File: src/rtl/mips_pkg.sv
// -----------------------------------------------------------------------------
// mips_pkg
// Shared definitions for the MIPS writeback result selector:
//   - load size encodings carried on in_ld_size
//   - writeback FSM state enum
//   - wait counter width and the DATA_W legality check
// -----------------------------------------------------------------------------
package mips_pkg;

  // Load size encodings (in_ld_size)
  localparam logic [1:0] LD_BYTE  = 2'b00;
  localparam logic [1:0] LD_HALF  = 2'b01;
  localparam logic [1:0] LD_WORD  = 2'b10;
  localparam logic [1:0] LD_DWORD = 2'b11;

  // Writeback FSM states
  typedef enum logic {
    IDLE     = 1'b0,
    WAIT_MEM = 1'b1
  } wb_state_e;

  // Wide enough for the largest legal TIMEOUT (255)
  localparam int WAIT_CNT_W = 8;

  // Only 32- and 64-bit datapaths are supported
  function automatic bit data_w_legal(input int w);
    return (w == 32) || (w == 64);
  endfunction

endpackage

File: src/rtl/load_extend.sv
// -----------------------------------------------------------------------------
// load_extend
// Combinational lane select plus sign/zero extension for sub-word loads.
//   rdata_i  : raw data word returned by the data memory
//   size_i   : LD_BYTE / LD_HALF / LD_WORD / LD_DWORD
//   signed_i : 1 = sign-extend, 0 = zero-extend
//   offset_i : byte offset of the addressed lane within the data word
//   ext_o    : selected lane extended to DATA_W
// Alignment is checked upstream; this block assumes the lane fits the word.
// -----------------------------------------------------------------------------
module load_extend
  import mips_pkg::*;
#(
  parameter  int DATA_W = 32,
  localparam int OFF_W  = $clog2(DATA_W / 8)
) (
  input  logic [DATA_W-1:0] rdata_i,
  input  logic [1:0]        size_i,
  input  logic              signed_i,
  input  logic [OFF_W-1:0]  offset_i,
  output logic [DATA_W-1:0] ext_o
);

  localparam logic [DATA_W-1:0] MASK_B = DATA_W'(8'hFF);
  localparam logic [DATA_W-1:0] MASK_H = DATA_W'(16'hFFFF);
  localparam logic [DATA_W-1:0] MASK_W = DATA_W'(32'hFFFF_FFFF);
  localparam logic [DATA_W-1:0] MASK_D = {DATA_W{1'b1}};

  logic [DATA_W-1:0] lane;
  logic [DATA_W-1:0] mask;
  logic              msb;

  always_comb begin
    // Bring the addressed byte lane down to bit 0
    lane = rdata_i >> {offset_i, 3'b000};
    mask = MASK_D;
    msb  = lane[DATA_W-1];
    case (size_i)
      LD_BYTE: begin
        mask = MASK_B;
        msb  = lane[7];
      end
      LD_HALF: begin
        mask = MASK_H;
        msb  = lane[15];
      end
      LD_WORD: begin
        mask = MASK_W;
        msb  = lane[31];
      end
      default: begin
        mask = MASK_D;
        msb  = lane[DATA_W-1];
      end
    endcase
    // Keep the lane bits, fill everything above with the sign (or zeros)
    ext_o = (lane & mask) | ({DATA_W{signed_i & msb}} & ~mask);
  end

endmodule

File: src/rtl/wb_result_select.sv
// -----------------------------------------------------------------------------
// wb_result_select
// Registered writeback result selector between the MEM stage and the
// register-file write port. ALU results are written one cycle after
// acceptance; loads wait for a variable-latency memory response, stalling
// upstream meanwhile, and are lane-aligned and extended before writeback.
//
// Ports
//   clk, rst       : clock, synchronous active-high reset
//   in_valid       : MEM-stage instruction present
//   in_reg_wen     : instruction writes a register
//   in_mem_en      : data memory access
//   in_mem_wen     : access is a store
//   in_rd          : destination register
//   in_alu_out     : ALU result
//   in_ld_size     : load size (byte/half/word/dword)
//   in_ld_signed   : sign-extend loaded value
//   in_byte_off    : byte offset of the load within the data word
//   mem_rdata      : load response data
//   mem_rvalid     : load response strobe
//   wb_wen         : one-cycle register-file write strobe
//   wb_rd, wb_data : write address / data, held while wb_wen=0
//   stall          : upstream must hold its inputs
//   err_timeout    : one-cycle pulse when a load is abandoned
//   err_align      : one-cycle pulse on a misaligned load
//
// Handshake: an instruction is accepted in a cycle where in_valid=1 and
// stall=0. While stall=1 the upstream holds its inputs and in_valid is
// ignored here; stall depends only on the FSM state, never on the inputs.
// -----------------------------------------------------------------------------
module wb_result_select
  import mips_pkg::*;
#(
  parameter  int DATA_W  = 32,
  parameter  int RADDR_W = 5,
  parameter  int TIMEOUT = 15,
  localparam int OFF_W   = $clog2(DATA_W / 8)
) (
  input  logic               clk,
  input  logic               rst,
  input  logic               in_valid,
  input  logic               in_reg_wen,
  input  logic               in_mem_en,
  input  logic               in_mem_wen,
  input  logic [RADDR_W-1:0] in_rd,
  input  logic [DATA_W-1:0]  in_alu_out,
  input  logic [1:0]         in_ld_size,
  input  logic               in_ld_signed,
  input  logic [OFF_W-1:0]   in_byte_off,
  input  logic [DATA_W-1:0]  mem_rdata,
  input  logic               mem_rvalid,
  output logic               wb_wen,
  output logic [RADDR_W-1:0] wb_rd,
  output logic [DATA_W-1:0]  wb_data,
  output logic               stall,
  output logic               err_timeout,
  output logic               err_align
);

  // A build with an unsupported width never accepts instructions
  localparam bit CFG_OK = data_w_legal(DATA_W);
  localparam logic [WAIT_CNT_W-1:0] TIMEOUT_C = WAIT_CNT_W'(TIMEOUT);

  // FSM and wait counter
  wb_state_e             state_q, state_d;
  logic [WAIT_CNT_W-1:0] cnt_q, cnt_d;

  // Load context latched at acceptance
  logic [RADDR_W-1:0]    ld_rd_q, ld_rd_d;
  logic [1:0]            ld_size_q, ld_size_d;
  logic                  ld_signed_q, ld_signed_d;
  logic [OFF_W-1:0]      ld_off_q, ld_off_d;
  logic                  ld_wen_q, ld_wen_d;

  // Registered outputs
  logic                  wb_wen_q, wb_wen_d;
  logic [RADDR_W-1:0]    wb_rd_q, wb_rd_d;
  logic [DATA_W-1:0]     wb_data_q, wb_data_d;
  logic                  err_timeout_q, err_timeout_d;
  logic                  err_align_q, err_align_d;

  // Instruction classification
  logic                  accept;
  logic                  is_alu;
  logic                  is_load;
  logic                  ld_misaligned;
  logic [DATA_W-1:0]     ld_ext;

  assign accept  = in_valid && CFG_OK;
  assign is_alu  = in_reg_wen && !in_mem_en;
  assign is_load = in_mem_en && !in_mem_wen;

  always_comb begin
    ld_misaligned = 1'b0;
    case (in_ld_size)
      LD_BYTE:  ld_misaligned = 1'b0;
      LD_HALF:  ld_misaligned = in_byte_off[0];
      LD_WORD:  ld_misaligned = |in_byte_off[1:0];
      // A dword on a 32-bit datapath cannot be satisfied; flag it as well
      default:  ld_misaligned = (|in_byte_off) || (DATA_W != 64);
    endcase
  end

  // Extraction always works on the latched context: upstream inputs may
  // already belong to the next instruction when the response arrives.
  load_extend #(
    .DATA_W (DATA_W)
  ) u_load_extend (
    .rdata_i  (mem_rdata),
    .size_i   (ld_size_q),
    .signed_i (ld_signed_q),
    .offset_i (ld_off_q),
    .ext_o    (ld_ext)
  );

  // Next-state and output logic
  always_comb begin
    state_d       = state_q;
    cnt_d         = cnt_q;
    ld_rd_d       = ld_rd_q;
    ld_size_d     = ld_size_q;
    ld_signed_d   = ld_signed_q;
    ld_off_d      = ld_off_q;
    ld_wen_d      = ld_wen_q;
    wb_wen_d      = 1'b0;
    wb_rd_d       = wb_rd_q;
    wb_data_d     = wb_data_q;
    err_timeout_d = 1'b0;
    err_align_d   = 1'b0;

    case (state_q)
      IDLE: begin
        cnt_d = '0;
        if (accept) begin
          if (is_load) begin
            if (ld_misaligned) begin
              err_align_d = 1'b1;
            end else begin
              ld_rd_d     = in_rd;
              ld_size_d   = in_ld_size;
              ld_signed_d = in_ld_signed;
              ld_off_d    = in_byte_off;
              ld_wen_d    = in_reg_wen;
              // Counter holds the number of cycles spent in WAIT_MEM,
              // including the current one.
              cnt_d       = WAIT_CNT_W'(1);
              state_d     = WAIT_MEM;
            end
          end else if (is_alu) begin
            wb_wen_d  = 1'b1;
            wb_rd_d   = in_rd;
            wb_data_d = in_alu_out;
          end
        end
      end

      WAIT_MEM: begin
        if (mem_rvalid) begin
          // Response beats the timeout when both land in the same cycle
          if (ld_wen_q) begin
            wb_wen_d  = 1'b1;
            wb_rd_d   = ld_rd_q;
            wb_data_d = ld_ext;
          end
          cnt_d   = '0;
          state_d = IDLE;
        end else if (cnt_q >= TIMEOUT_C) begin
          err_timeout_d = 1'b1;
          cnt_d         = '0;
          state_d       = IDLE;
        end else begin
          cnt_d = cnt_q + WAIT_CNT_W'(1);
        end
      end

      default: begin
        cnt_d   = '0;
        state_d = IDLE;
      end
    endcase
  end

  always_ff @(posedge clk) begin
    if (rst) begin
      state_q       <= IDLE;
      cnt_q         <= '0;
      ld_rd_q       <= '0;
      ld_size_q     <= LD_BYTE;
      ld_signed_q   <= 1'b0;
      ld_off_q      <= '0;
      ld_wen_q      <= 1'b0;
      wb_wen_q      <= 1'b0;
      wb_rd_q       <= '0;
      wb_data_q     <= '0;
      err_timeout_q <= 1'b0;
      err_align_q   <= 1'b0;
    end else begin
      state_q       <= state_d;
      cnt_q         <= cnt_d;
      ld_rd_q       <= ld_rd_d;
      ld_size_q     <= ld_size_d;
      ld_signed_q   <= ld_signed_d;
      ld_off_q      <= ld_off_d;
      ld_wen_q      <= ld_wen_d;
      wb_wen_q      <= wb_wen_d;
      wb_rd_q       <= wb_rd_d;
      wb_data_q     <= wb_data_d;
      err_timeout_q <= err_timeout_d;
      err_align_q   <= err_align_d;
    end
  end

  assign stall       = (state_q == WAIT_MEM);
  assign wb_wen      = wb_wen_q;
  assign wb_rd       = wb_rd_q;
  assign wb_data     = wb_data_q;
  assign err_timeout = err_timeout_q;
  assign err_align   = err_align_q;

endmodule
File: config.mk
export PLATFORM = sky130hd
export DESIGN_NAME = wb_result_select
export DESIGN_NICKNAME = d
export VERILOG_FILES = /design/src/rtl/mips_pkg.sv /design/src/rtl/load_extend.sv /design/src/rtl/wb_result_select.sv
export SDC_FILE = /design/constraint.sdc
export NUM_CORES = 1
export LEC_CHECK = 0
export CORE_AREA = 2 2 107 109
export DETAILED_ROUTE_END_ITERATION = 6
export DIE_AREA = 0 0 109 111
export GPL_ROUTABILITY_DRIVEN = 0
export PLACE_DENSITY = 0.58
export SLEW_MARGIN = 40
export SYNTH_ARGS = -nofsm -noshare
export SYNTH_HDL_FRONTEND = slang
export SYNTH_SLANG_ARGS = --single-unit
File: constraint.sdc
create_clock -name clk -period 4.2 [get_ports clk]
set_input_delay 0.42 -clock clk [delete_from_list [all_inputs] [get_ports clk]]
set_output_delay 0.42 -clock clk [all_outputs]
set_load 0.02 [all_outputs]
=== Word level (Yosys, flattened, before mapping) ===
Cells that the tools add are included.

* Mux-type cells: 35
* Bitwise logic cells: 9
* Add/sub/neg operators: 1
* Eq/ne operators: 8
* Reduce and logical (&&, ||, !) cells: 11
* Shift operators: 1
* Magnitude comparators: 1

{| class="wikitable"
|+ Operators with widths
! kind !! count
|-
| 32-bit 2-to-1 mux || 5
|-
| 32-bit case mux with 2 select lines || 2
|-
| 32-bit AND || 2
|-
| 32-bit inverter || 1
|-
| 32-bit bitwise OR || 1
|-
| 32-bit by 5-bit >> shifter with 32-bit output || 1
|-
| 5-bit 2-to-1 mux || 5
|-
| 8-bit 2-to-1 mux || 2
|-
| 8-bit case mux with 2 select lines || 1
|-
| 1-bit 2-to-1 mux || 15
|-
| 5-bit case mux with 2 select lines || 1
|-
| 8-bit by 1-bit adder with 8-bit output (second input constant) || 1
|-
| 8-bit by 4-bit >= comparator with 1-bit output (second input constant) || 1
|-
| 2-bit != test (second input constant) || 4
|-
| 1-bit case mux with 2 select lines || 3
|-
| 5-bit AND reduction || 1
|-
| 2-bit by 1-bit equality test with 1-bit output (second input constant) || 2
|-
| 2-bit zero test || 2
|-
| 1-bit inverter || 4
|-
| 4-bit AND reduction || 1
|-
| 4-bit OR reduction || 1
|-
| 1-bit case mux with 3 select lines || 1
|-
| 3-bit OR reduction || 1
|-
| 2-bit equality test (second input constant) || 1
|-
| 5 further kinds || 7
|}

* Output and inout port bits: 41
* Register bits after elaboration: 60
* Input port bits: 81

=== Logic depth before layout (Yosys ltp) ===
Gate-level depths: netlist of the first run.

* Word-level depth: 8
* Mapped depth: 6
* Depth with buffers taken out: 4

=== Hierarchy ===
Synthesis of the first run repeated with hierarchy kept, for this count alone.

* Cell total of the unflattened synthesis: 378
* Area, all modules: 3595.9 um2

{| class="wikitable"
|+ Modules (own cells, without submodules)
! module !! times used !! seq. area each (um2) !! cells each !! area an instance (um2)
|-
| wb_result_select || 1 || 1201.2 || 254 || 2691.3
|-
| load_extend || 1 || 0.0 || 124 || 904.6
|}

=== Least setup slack after synthesis of the first run ===
No wires, ideal clock.

* Kind: register -> register
* Start point: reg ld_off_q[1]
* End point: reg wb_data_q[10] (netlist: wb_data[10])
* Cell stages (with the launch flop): 5
* Path buffers: 0
* Arrival: 1.521 ns
* Setup slack: 2.546 ns
* Period minus slack after synthesis: 1.654 ns
* Path through: dfxtp_1 > mux4_2 > a211o_1 > nand4b_2 > o22ai_1

* Word-level cells in the longest chain between the ends: 8
* Elaborated cells between the ends (all ways): 9
* Classes of those cells: shift (1); mux (4); bitwise (4)

{| class="wikitable"
|+ RTL lines
! what !! RTL line !! RTL
|-
| from (decl) || wb_result_select.sv:72 || <nowiki>logic [OFF_W-1:0] ld_off_q, ld_off_d;</nowiki>
|-
| from (signal assigned) || wb_result_select.sv:203 || <nowiki>ld_off_q <= ld_off_d;</nowiki>
|-
| 32-bit by 5-bit >> shifter with 32-bit output (*) || load_extend.sv:35 || <nowiki>lane = rdata_i >> {offset_i, 3'b000};</nowiki>
|-
| 1-bit case mux with 2 select lines || load_extend.sv:38 || <nowiki>case (size_i)</nowiki>
|-
| 1-bit AND || load_extend.sv:57 || <nowiki>ext_o = (lane & mask) | ({DATA_W{signed_i & msb}} & ~mask);</nowiki>
|-
| 32-bit AND || load_extend.sv:57 ||
|-
| 32-bit bitwise OR (*) || load_extend.sv:57 ||
|-
| 32-bit 2-to-1 mux (*) || wb_result_select.sv:160 || <nowiki>if (ld_wen_q) begin</nowiki>
|-
| 32-bit 2-to-1 mux (*) || wb_result_select.sv:158 || <nowiki>if (mem_rvalid) begin</nowiki>
|-
| 32-bit case mux with 2 select lines (*) || wb_result_select.sv:131 || <nowiki>case (state_q)</nowiki>
|-
| to (signal assigned) || wb_result_select.sv:207 || <nowiki>wb_data_q <= wb_data_d;</nowiki>
|-
| to (decl) || wb_result_select.sv:78 || <nowiki>logic [DATA_W-1:0] wb_data_q, wb_data_d;</nowiki>
|}

Every way passes the cells marked *; elsewhere a longest branch is shown, timed or not. The select of a mux whose other input is x is not followed.
A chain may end at the register's enable or synchronous reset.

=== Final worst setup path of the first run ===
* Start point: in in_mem_en
* End point: reg wb_data_q[12] (netlist: wb_data[12])

* Word-level cells in the longest chain between the ends: 4
* Elaborated cells between the ends (all ways): 6
* Classes of those cells: eq/ne (2); reduce/logical (4)

{| class="wikitable"
|+ RTL lines
! what !! RTL line !! RTL
|-
| from (decl) || wb_result_select.sv:43 || <nowiki>input logic in_mem_en,</nowiki>
|-
| 1-bit zero test || wb_result_select.sv:90 || <nowiki>assign is_alu = in_reg_wen && !in_mem_en;</nowiki>
|-
| 1-bit logical AND || wb_result_select.sv:90 ||
|-
| 2-bit != test (no source line) || n/a ||
|-
| 5-bit AND reduction (no source line) (*) || n/a ||
|}

Every way passes the cells marked *; elsewhere a longest branch is shown, timed or not.

==> results of run 1 <==
placed cells by master, fill, tap and decap left out, drive strengths merged, types with 4 or more instances in the layout:
cell type / netlist / layout
a211oi: 20 / 20
a21oi: 9 / 9
a31oi: 17 / 17
and3b: 7 / 7
buf: 17 / 7
clkbuf: 15 / 10
clkdlybuf4s50: 0 / 120
conb: 1 / 4
dfxtp: 60 / 60
inv: 10 / 10
mux2i: 55 / 55
nand2: 9 / 9
nand3b: 9 / 9
nor2: 57 / 57
o21ai: 19 / 19
o22ai: 9 / 9
o41ai: 16 / 16
cell usage after synthesis, types with 2 or more instances:
library cell,number,area [sq um]
sky130_fd_sc_hd__a211oi_1,20,150
sky130_fd_sc_hd__a21oi_1,9,45.0
sky130_fd_sc_hd__a31oi_1,17,106
sky130_fd_sc_hd__and3b_1,7,61.3
sky130_fd_sc_hd__buf_1,2,7.51
sky130_fd_sc_hd__buf_2,10,50.1
sky130_fd_sc_hd__buf_4,3,22.5
sky130_fd_sc_hd__buf_6,2,22.5
sky130_fd_sc_hd__clkbuf_1,15,56.3
sky130_fd_sc_hd__dfxtp_1,60,1200
sky130_fd_sc_hd__inv_1,10,37.5
sky130_fd_sc_hd__mux2i_1,55,551
sky130_fd_sc_hd__nand2_1,9,33.8
sky130_fd_sc_hd__nand3_1,3,15.0
sky130_fd_sc_hd__nand3b_1,8,60.1
sky130_fd_sc_hd__nor2_1,57,214
sky130_fd_sc_hd__nor2b_1,3,18.8
sky130_fd_sc_hd__nor3_1,2,10.0
sky130_fd_sc_hd__o2111ai_1,2,17.5
sky130_fd_sc_hd__o21ai_0,13,65.1
sky130_fd_sc_hd__o21ai_1,6,30.0
sky130_fd_sc_hd__o22ai_1,9,56.3
sky130_fd_sc_hd__o41ai_1,6,52.6
sky130_fd_sc_hd__o41ai_2,10,163
cell type report:
class / instances / area share (%)
multi-input combinational: 256 / 38.8
clock buffer: 10 / 4.78
sequential: 60 / 25.1
tap: 143 / 3.74
inverter: 10 / 0.784
clock inverter: 5 / 0.627
timing repair buffer: 127 / 26.1
routing by layer:
| metal | GRT usage (%) | vias up | share of wire (%) |
|---|---|---|---|
| met2 | 25.8 | 112 | 43 |
| met5 | 0 | - | 0 |
| met4 | 7.09 | 0 | 2.6 |
| met3 | 4.00 | 19 | 6.7 |
| met1 | 24.2 | 1423 | 48 |
| li1 | - | 1525 | - |
critical path, cell delays in order:
cell and delay (ps):
sky130_fd_sc_hd__clkdlybuf4s50_1 450, sky130_fd_sc_hd__and4bb_1 580, sky130_fd_sc_hd__or2_2 540, sky130_fd_sc_hd__nand4b_2 330, sky130_fd_sc_hd__o22ai_1 240
power groups by stage:
stage	Combinational [mW]	Clock, mW	Sequential (mW)
2_1_floorplan	0.0943	0	0.630
6_report	0.249	0.647	0.602
4_1_cts	0.250	0.661	0.602
3_3_place_gp	0.247	0	0.613
3_5_place_dp	0.249	0	0.613
5_1_grt	0.270	0.685	0.603
worst paths after layout:
| check | startpoint | to | slack (ps) | depth (start not counted) |
|---|---|---|---|---|
| max | in_mem_en | wb_data[12] | 1870 | 5 |
| min | wb_data[31] | wb_data[31] | 460 | 2 |
| max reg2reg | ld_off_q[0] | wb_data[21] | 1990 | 5 |
| min reg2reg | wb_data[31] | wb_data[31] | 460 | 2 |
cells by family after synthesis:
| kind of cell | count (synthesis) |
|---|---|
| AOI/OAI and AO/OA | 95 |
| xor gates and xnor gates | 2 |
| adders and majority gates | 1 |
| buffers and inverters | 42 |
| DFF | 60 |
| muxes | 56 |
| other | 1 |
| and+or+nand+nor | 98 |
flip-flops by register name, summed over array words and instances (netlist names), 2 cells and up:
name       count
cnt_q          8
ld_size_q      2
wb_data       32
ld_off_q       2
wb_rd          5
ld_rd_q        5
==> results.yml, run 1 <==
global_routing:
  grt_max_degree: 63
  grt_overflow: 0
  vias_in_the_first_global_route: 3080
  first_pass_grt_wire_length_mm: 16.5
  antenna_found_initial: 0
  global_route.usage.total_pct: 17.4
synthesis:
  synth_compound_area_share_pct: 22.5
  synth_simple_gate_area_share_pct: 15.5
  yosys.cell_types.count: 41
  synth-seq-cells: 60
  synth_mux_area_share_pct: 17.7
  asyncSetResetFlopFracSynth_pct: 0
  synthesis.area_sq_mm: 0.00323
  synth-seq-area-share_pct: 37.1
  synthXorXnorAreaFrac_pct: 0.542
  synth_edf_count: 0
  ys_warn_count: 0
  syn_inst: 355
  synth_fa_ha_area_share_pct: 0.387
  syn-mean-instance-area_sq_um: 9.11
  synth_top_family_by_area: "compound AO/OA/AOI/OAI gates"
  synth_flop_cell: "sky130_fd_sc_hd__dfxtp_1"
timing:
  finalSetupTns_ps: 0
  hold-worst-slack_ps: 459
  fraction_of_the_cycle_the_final_worst_path_needs_pct: 55.5
  worst_pin_slew_ps: 725
  maxClockFrequency_mhz: 429
  setup_repair_after_global_routing_missed_its_margin: "no"
  clock_period_minus_final_worst_setup_slack_ps: 2330
  timing.final.max_slew_violations: 0
  slew_margin_rel_pct: 51.6
  layout_setup_ws_ps: 1870
  clock_skew_ps: 4.31
  finalHoldViolations: 0
  setup_viol: 0
clock_tree:
  cts_tree: "yes"
  cts.hold.buffers_added: 0
  cts_inserted_buffers: 9
  cts.clk_slew.worst_paths_ps: 50
  cts_resized: 0
  cts_setup_buffers: 0
  clock_sink_count: 60
  htree_num_levels: 3
  clk_latency_ps: 320
  cts_root_buf: "sky130_fd_sc_hd__clkbuf_16"
  maximum_root_to_sink_buffer_count: 2
power_and_ir_drop:
  ir_drop_mv: 0.166
  power_density_mw_per_mm2: 313
  power.share.switching_pct: 25.6
  comb_power_share_pct: 16.7
  pwr-share-clk_pct: 43.2
  p_int_mw: 1.11
  p_total_mw: 1.50
  power.share.sequential_pct: 40.2
  power_switching_uw: 384
  power.static_leakage_nw: 1.81
worst_setup_path:
  setup.worst_path.end_class: "flop"
  path_class: "input port to flop"
  startpoint_type_of_the_worst_setup_path: "input port"
  timing.critical_path.required_ps: 4440
  timing.critical_path.arrival_ps: 2570
  path_max_fanout: 29
cells_and_area:
  n_fill_cell: 1098
  final_cells: 611
  finish.net_count: 546
  multi_input_area_sq_mm: 0.00186
  sequential_cell_area_sq_mm: 0.00120
  area_growth_syn_to_layout_pct: 48.0
  antenna-diode-count: 0
  finalCoreUtilization_pct: 43.2
  finish.instance_area_sq_mm: 0.00479
  post_route_cells_drive_above_1_share_pct: 8.76
floorplan:
  core_footprint_sq_mm: 0.0111
  floorplan.rows: 39
  die-width_um: 109
  die-area_sq_mm: 0.0121
  top_level_port_count: 122
  initial_core_util_pct: 29.2
  die_y_um: 111
detailed_routing:
  antenna_violating_nets_post_route: 0
  route.detailed.drc: 0
  wirelength_mm: 10.1
  initialDrtViolationCount: 134
  dr.pass1.iters: 6
  route.vias.total: 3079
  routed_wl_per_cell_um: 16.5
  via_per_inst: 5.04
place:
  dp_cells: 596
  placement.io_buffers: 121
  placed_area_sq_mm: 0.00453
  pre_cts_ws_ps: 1560
  detailed_place_hpwl_mm: 7.41
worst_hold_path:
  path_category_of_the_worst_min_delay_check: "flop to flop"
job:
  maxCapViolations: 0
outcome:
  run_status: "complete, no violations"
(Power assumes the default switching activity.)
==> inputs of run 2 (changes only) <==
clock period = 2.4 ns   (was 4.2 ns; I/O delays follow)
==> results.yml, run 2 (synthesis gave the netlist of run 1 again) <==
detailed_routing:
  initialDrtViolationCount: 118
  antenna_violating_nets_post_route: 0
  dr.pass1.iters: 4
  route.vias.total: 3090
  wirelength_mm: 10.1
  routed_wl_per_cell_um: 16.4
  route.detailed.drc: 0
  via_per_inst: 4.98
power_and_ir_drop:
  power.share.switching_pct: 25.3
  p_int_mw: 2.00
  power_density_mw_per_mm2: 547
  pwr-share-clk_pct: 44.0
  ir_drop_mv: 0.279
  power.static_leakage_nw: 1.86
  power_switching_uw: 678
  power.share.sequential_pct: 39.4
  comb_power_share_pct: 16.6
worst_setup_path:
  critical_path.slowest_cell: "sky130_fd_sc_hd__mux4_2"
  path_max_fanout: 8
  critPathTopFamily: "multiplexers"
  path_class: "flop to flop"
  cpPeakStageDelay_ps: 560
  timing.critical_path.required_ps: 2570
  timing.critical_path.arrival_ps: 2020
  setup.worst_path.end_class: "flop"
  list_of_cells_traversed_by_the_critical_path: "mux4_2 -> a211o_1 -> nand4b_2 -> o22ai_1"
  startpoint_type_of_the_worst_setup_path: "flop"
  crit_buf_inv: 0
global_routing:
  global_route.usage.total_pct: 16.9
  grt_overflow: 0
  antenna_found_initial: 0
  first_pass_grt_wire_length_mm: 15.9
  grt_max_degree: 53
  vias_in_the_first_global_route: 3020
clock_tree:
  cts_resized: 0
  maximum_root_to_sink_buffer_count: 2
  cts_root_buf: "sky130_fd_sc_hd__clkbuf_16"
  cts_setup_buffers: 0
  cts_tree: "yes"
  cts_inserted_buffers: 9
  htree_num_levels: 3
  clk_latency_ps: 330
  cts.clk_slew.worst_paths_ps: 50
  clock_sink_count: 60
  cts.hold.buffers_added: 0
timing:
  clock_period_minus_final_worst_setup_slack_ps: 1850
  hold-worst-slack_ps: 457
  maxClockFrequency_mhz: 541
  worst_pin_slew_ps: 735
  clock_skew_ps: 6.56
  timing.final.max_slew_violations: 0
  finalHoldViolations: 0
  layout_setup_ws_ps: 551
  setup_repair_after_global_routing_missed_its_margin: "no"
  fraction_of_the_cycle_the_final_worst_path_needs_pct: 77.1
  setup_viol: 0
  finalSetupTns_ps: 0
  slew_margin_rel_pct: 51.0
floorplan:
  floorplan.rows: 39
  die-width_um: 109
  die-area_sq_mm: 0.0121
  initial_core_util_pct: 29.2
  die_y_um: 111
  core_footprint_sq_mm: 0.0111
  top_level_port_count: 122
cells_and_area:
  antenna-diode-count: 0
  commonest_non_fill_non_tap_cell_in_the_layout: "sky130_fd_sc_hd__clkdlybuf4s50_1"
  area_growth_syn_to_layout_pct: 51.2
  finalCoreUtilization_pct: 44.1
  largest_reg_flops: 32
  finish.net_count: 554
  mostFrequentLayoutCells: "sky130_fd_sc_hd__clkdlybuf4s50_1, sky130_fd_sc_hd__dfxtp_1, sky130_fd_sc_hd__nor2_1"
  post_route_cells_drive_above_1_share_pct: 9.64
place:
  detailed_place_hpwl_mm: 7.57
  placement.io_buffers: 121
  pre_cts_ws_ps: 310
job:
  maxCapViolations: 0
outcome:
  run_status: "complete, no violations"
worst_hold_path:
  path_category_of_the_worst_min_delay_check: "input port to flop"
[run 2: cell types whose count changed in the layout (fill, tap and decap cells not counted), sizes merged]
cell,before,now
buf,7,15
clkbuf,10,12
clkinv,3,2
[run 2: worst reg2reg max path: stages, from the launching register on]
cell                       delay (ps)
sky130_fd_sc_hd__dfxtp_1          470
sky130_fd_sc_hd__mux4_2           560
sky130_fd_sc_hd__a211o_1          340
sky130_fd_sc_hd__nand4b_2         200
sky130_fd_sc_hd__o22ai_1          130
[run 2: cell type report]
type | count | area (sq um)
fill | 1073 | 6190
multi-input combinational | 256 | 1850
timing repair buffer | 135 | 1350
sequential | 60 | 1200
clock buffer | 12 | 246
tap | 143 | 179
inverter | 10 | 37.5
clock inverter | 4 | 25.0
[run 2: metal layers]
metal	global-route usage, %	vias up	wire (um)	share of wire (%)
met2	25.4	103	4510	44
met4	4.36	0	133	1.3
met3	5.53	10	725	7.1
met1	23.1	1439	4780	47
met5	0	-	0	0
li1	-	1538	-	-
[run 2: power by group through the flow]
stage	clock, mW	sequential [mW]	combinational, mW
final	1.18	1.05	0.443
after global routing	1.24	1.06	0.477
after CTS	1.20	1.05	0.446
after detailed placement	0	1.07	0.443
after global placement	0	1.07	0.441
after floorplan	0	1.10	0.165
[run 2: through the flow]
step	total power, mW	cell area, sq um	std cells
finish	2.67	4890	620
global route	2.77	4890	620
CTS	2.70	4890	620
detailed placement	1.52	4620	604
global placement	1.52	4620	604
floorplan	1.27	3250	358
[run 2: path summary, 6_finish.rpt]
path | start | end | slack [ps] | depth (start not counted)
worst max-delay path | ld_off_q[1] | wb_data[13] | 550 | 4
worst min-delay path | rst | ld_rd_q[1] | 460 | 2
worst max register to register | ld_off_q[1] | wb_data[13] | 550 | 4
worst min register to register | wb_data[25] | wb_data[25] | 470 | 2
==> inputs of run 3 (changes only) <==
clock period = 1.9 ns   (was 2.4 ns; I/O delays follow)
==> results.yml, run 3 (synthesis gave the netlist of run 1 again) <==
cells_and_area:
  commonest_non_fill_non_tap_cell_in_the_layout: "sky130_fd_sc_hd__clkdlybuf4s50_1"
  antenna-diode-count: 0
  area_growth_syn_to_layout_pct: 57.9
  n_fill_cell: 1077
  post_route_cells_drive_above_1_share_pct: 12.5
  finish.net_count: 566
  mostFrequentLayoutCells: "sky130_fd_sc_hd__clkdlybuf4s50_1, sky130_fd_sc_hd__dfxtp_1, sky130_fd_sc_hd__nor2_1"
  largest_reg_flops: 32
  final_cells: 632
worst_setup_path:
  startpoint_type_of_the_worst_setup_path: "flop"
  timing.critical_path.arrival_ps: 1980
  timing.critical_path.required_ps: 2110
  setup.worst_path.end_class: "flop"
  path_max_fanout: 8
  path_class: "flop to flop"
detailed_routing:
  via_per_inst: 4.98
  initialDrtViolationCount: 152
  dr.pass1.iters: 4
  antenna_violating_nets_post_route: 0
  route.detailed.drc: 0
  route.vias.total: 3146
  wirelength_mm: 10.6
  routed_wl_per_cell_um: 16.7
clock_tree:
  clock_sink_count: 60
  cts.hold.buffers_added: 0
  maximum_root_to_sink_buffer_count: 2
  clk_latency_ps: 320
  cts_inserted_buffers: 9
  cts.clk_slew.worst_paths_ps: 50
  htree_num_levels: 3
  cts_tree: "yes"
  cts_root_buf: "sky130_fd_sc_hd__clkbuf_16"
power_and_ir_drop:
  ir_drop_mv: 0.559
  power.static_leakage_nw: 1.99
  power_density_mw_per_mm2: 757
  p_total_mw: 3.87
floorplan:
  die-width_um: 109
  die-area_sq_mm: 0.0121
  initial_core_util_pct: 29.2
  core_footprint_sq_mm: 0.0111
  die_y_um: 111
  floorplan.rows: 39
  top_level_port_count: 122
place:
  detailed_place_hpwl_mm: 7.95
  dp_cells: 615
  placement.io_buffers: 121
outcome:
  run_status: "complete, no violations"
worst_hold_path:
  path_category_of_the_worst_min_delay_check: "input port to flop"
timing:
  worst_pin_slew_ps: 575
  clock_period_minus_final_worst_setup_slack_ps: 1770
  finalSetupTns_ps: 0
  clock_skew_ps: 4.52
  timing.final.max_slew_violations: 0
  slew_margin_rel_pct: 61.5
  setup_viol: 0
  setup_repair_after_global_routing_missed_its_margin: "no"
  fraction_of_the_cycle_the_final_worst_path_needs_pct: 92.9
  finalHoldViolations: 0
  maxClockFrequency_mhz: 566
global_routing:
  grt_overflow: 0
  antenna_found_initial: 0
  grt_max_degree: 34
  first_pass_grt_wire_length_mm: 16.2
  vias_in_the_first_global_route: 3167
  global_route.usage.total_pct: 17.3
job:
  maxCapViolations: 0
## run 3: critical path: stages, from the launching register on
cell	delay, ps
sky130_fd_sc_hd__dfxtp_1	340
sky130_fd_sc_hd__buf_4	180
sky130_fd_sc_hd__or3b_1	510
sky130_fd_sc_hd__o21ai_0	230
sky130_fd_sc_hd__a31oi_1	90
sky130_fd_sc_hd__o41ai_2	300
## run 3: final cells by class
cell class	count	area, sq um	area share (%)
Clock buffer	11	253	4.95
Clock inverter	5	108	2.11
Inverter	10	37.5	0.735
Multi-Input combinational cell	256	1850	36.2
Sequential cell	60	1200	23.6
Tap cell	143	179	3.50
Timing Repair Buffer	147	1480	28.9
## run 3: routing by layer
metal / GRT usage [%] / wire length [um]
met1: 24.4 / 4940
met2: 26.3 / 4730
met3: 4.47 / 791
met4: 4.02 / 115
met5: 0 / 0
## run 3: final timing paths
check | startpoint | endpoint | slack (ps) | depth (start not counted)
setup / recovery | ld_off_q[1] | wb_data[24] | 130 | 5
hold / removal | rst | wb_wen | 350 | 2
setup reg to reg | ld_off_q[1] | wb_data[24] | 130 | 5
hold reg to reg | wb_data[31] | wb_data[31] | 460 | 2
## run 3: report_power, final
part           switching (mW)  total, mW  internal, mW
clock                   0.594       1.95          1.36
sequential             0.0261       1.33          1.30
combinational           0.266      0.588         0.322
## run 3: what timing repair did
item	CTS	global route
gates resized for setup	1	3
pin swaps	0	1
setup endpoints to repair	1	7
setup buffers	0	1
## run 3: through the flow
step	area, sq um	hold WS [ps]	setup slack (ps)	utilization [%]
6_report	5110	353	134	46.1
3_5_place_dp	4730	451	-50.5	42.7
3_3_place_gp	4730	447	-11.6	42.7
2_1_floorplan	3250	322	246	-
5_1_grt	5110	410	45.1	46.1
4_1_cts	5090	347	48.8	45.9
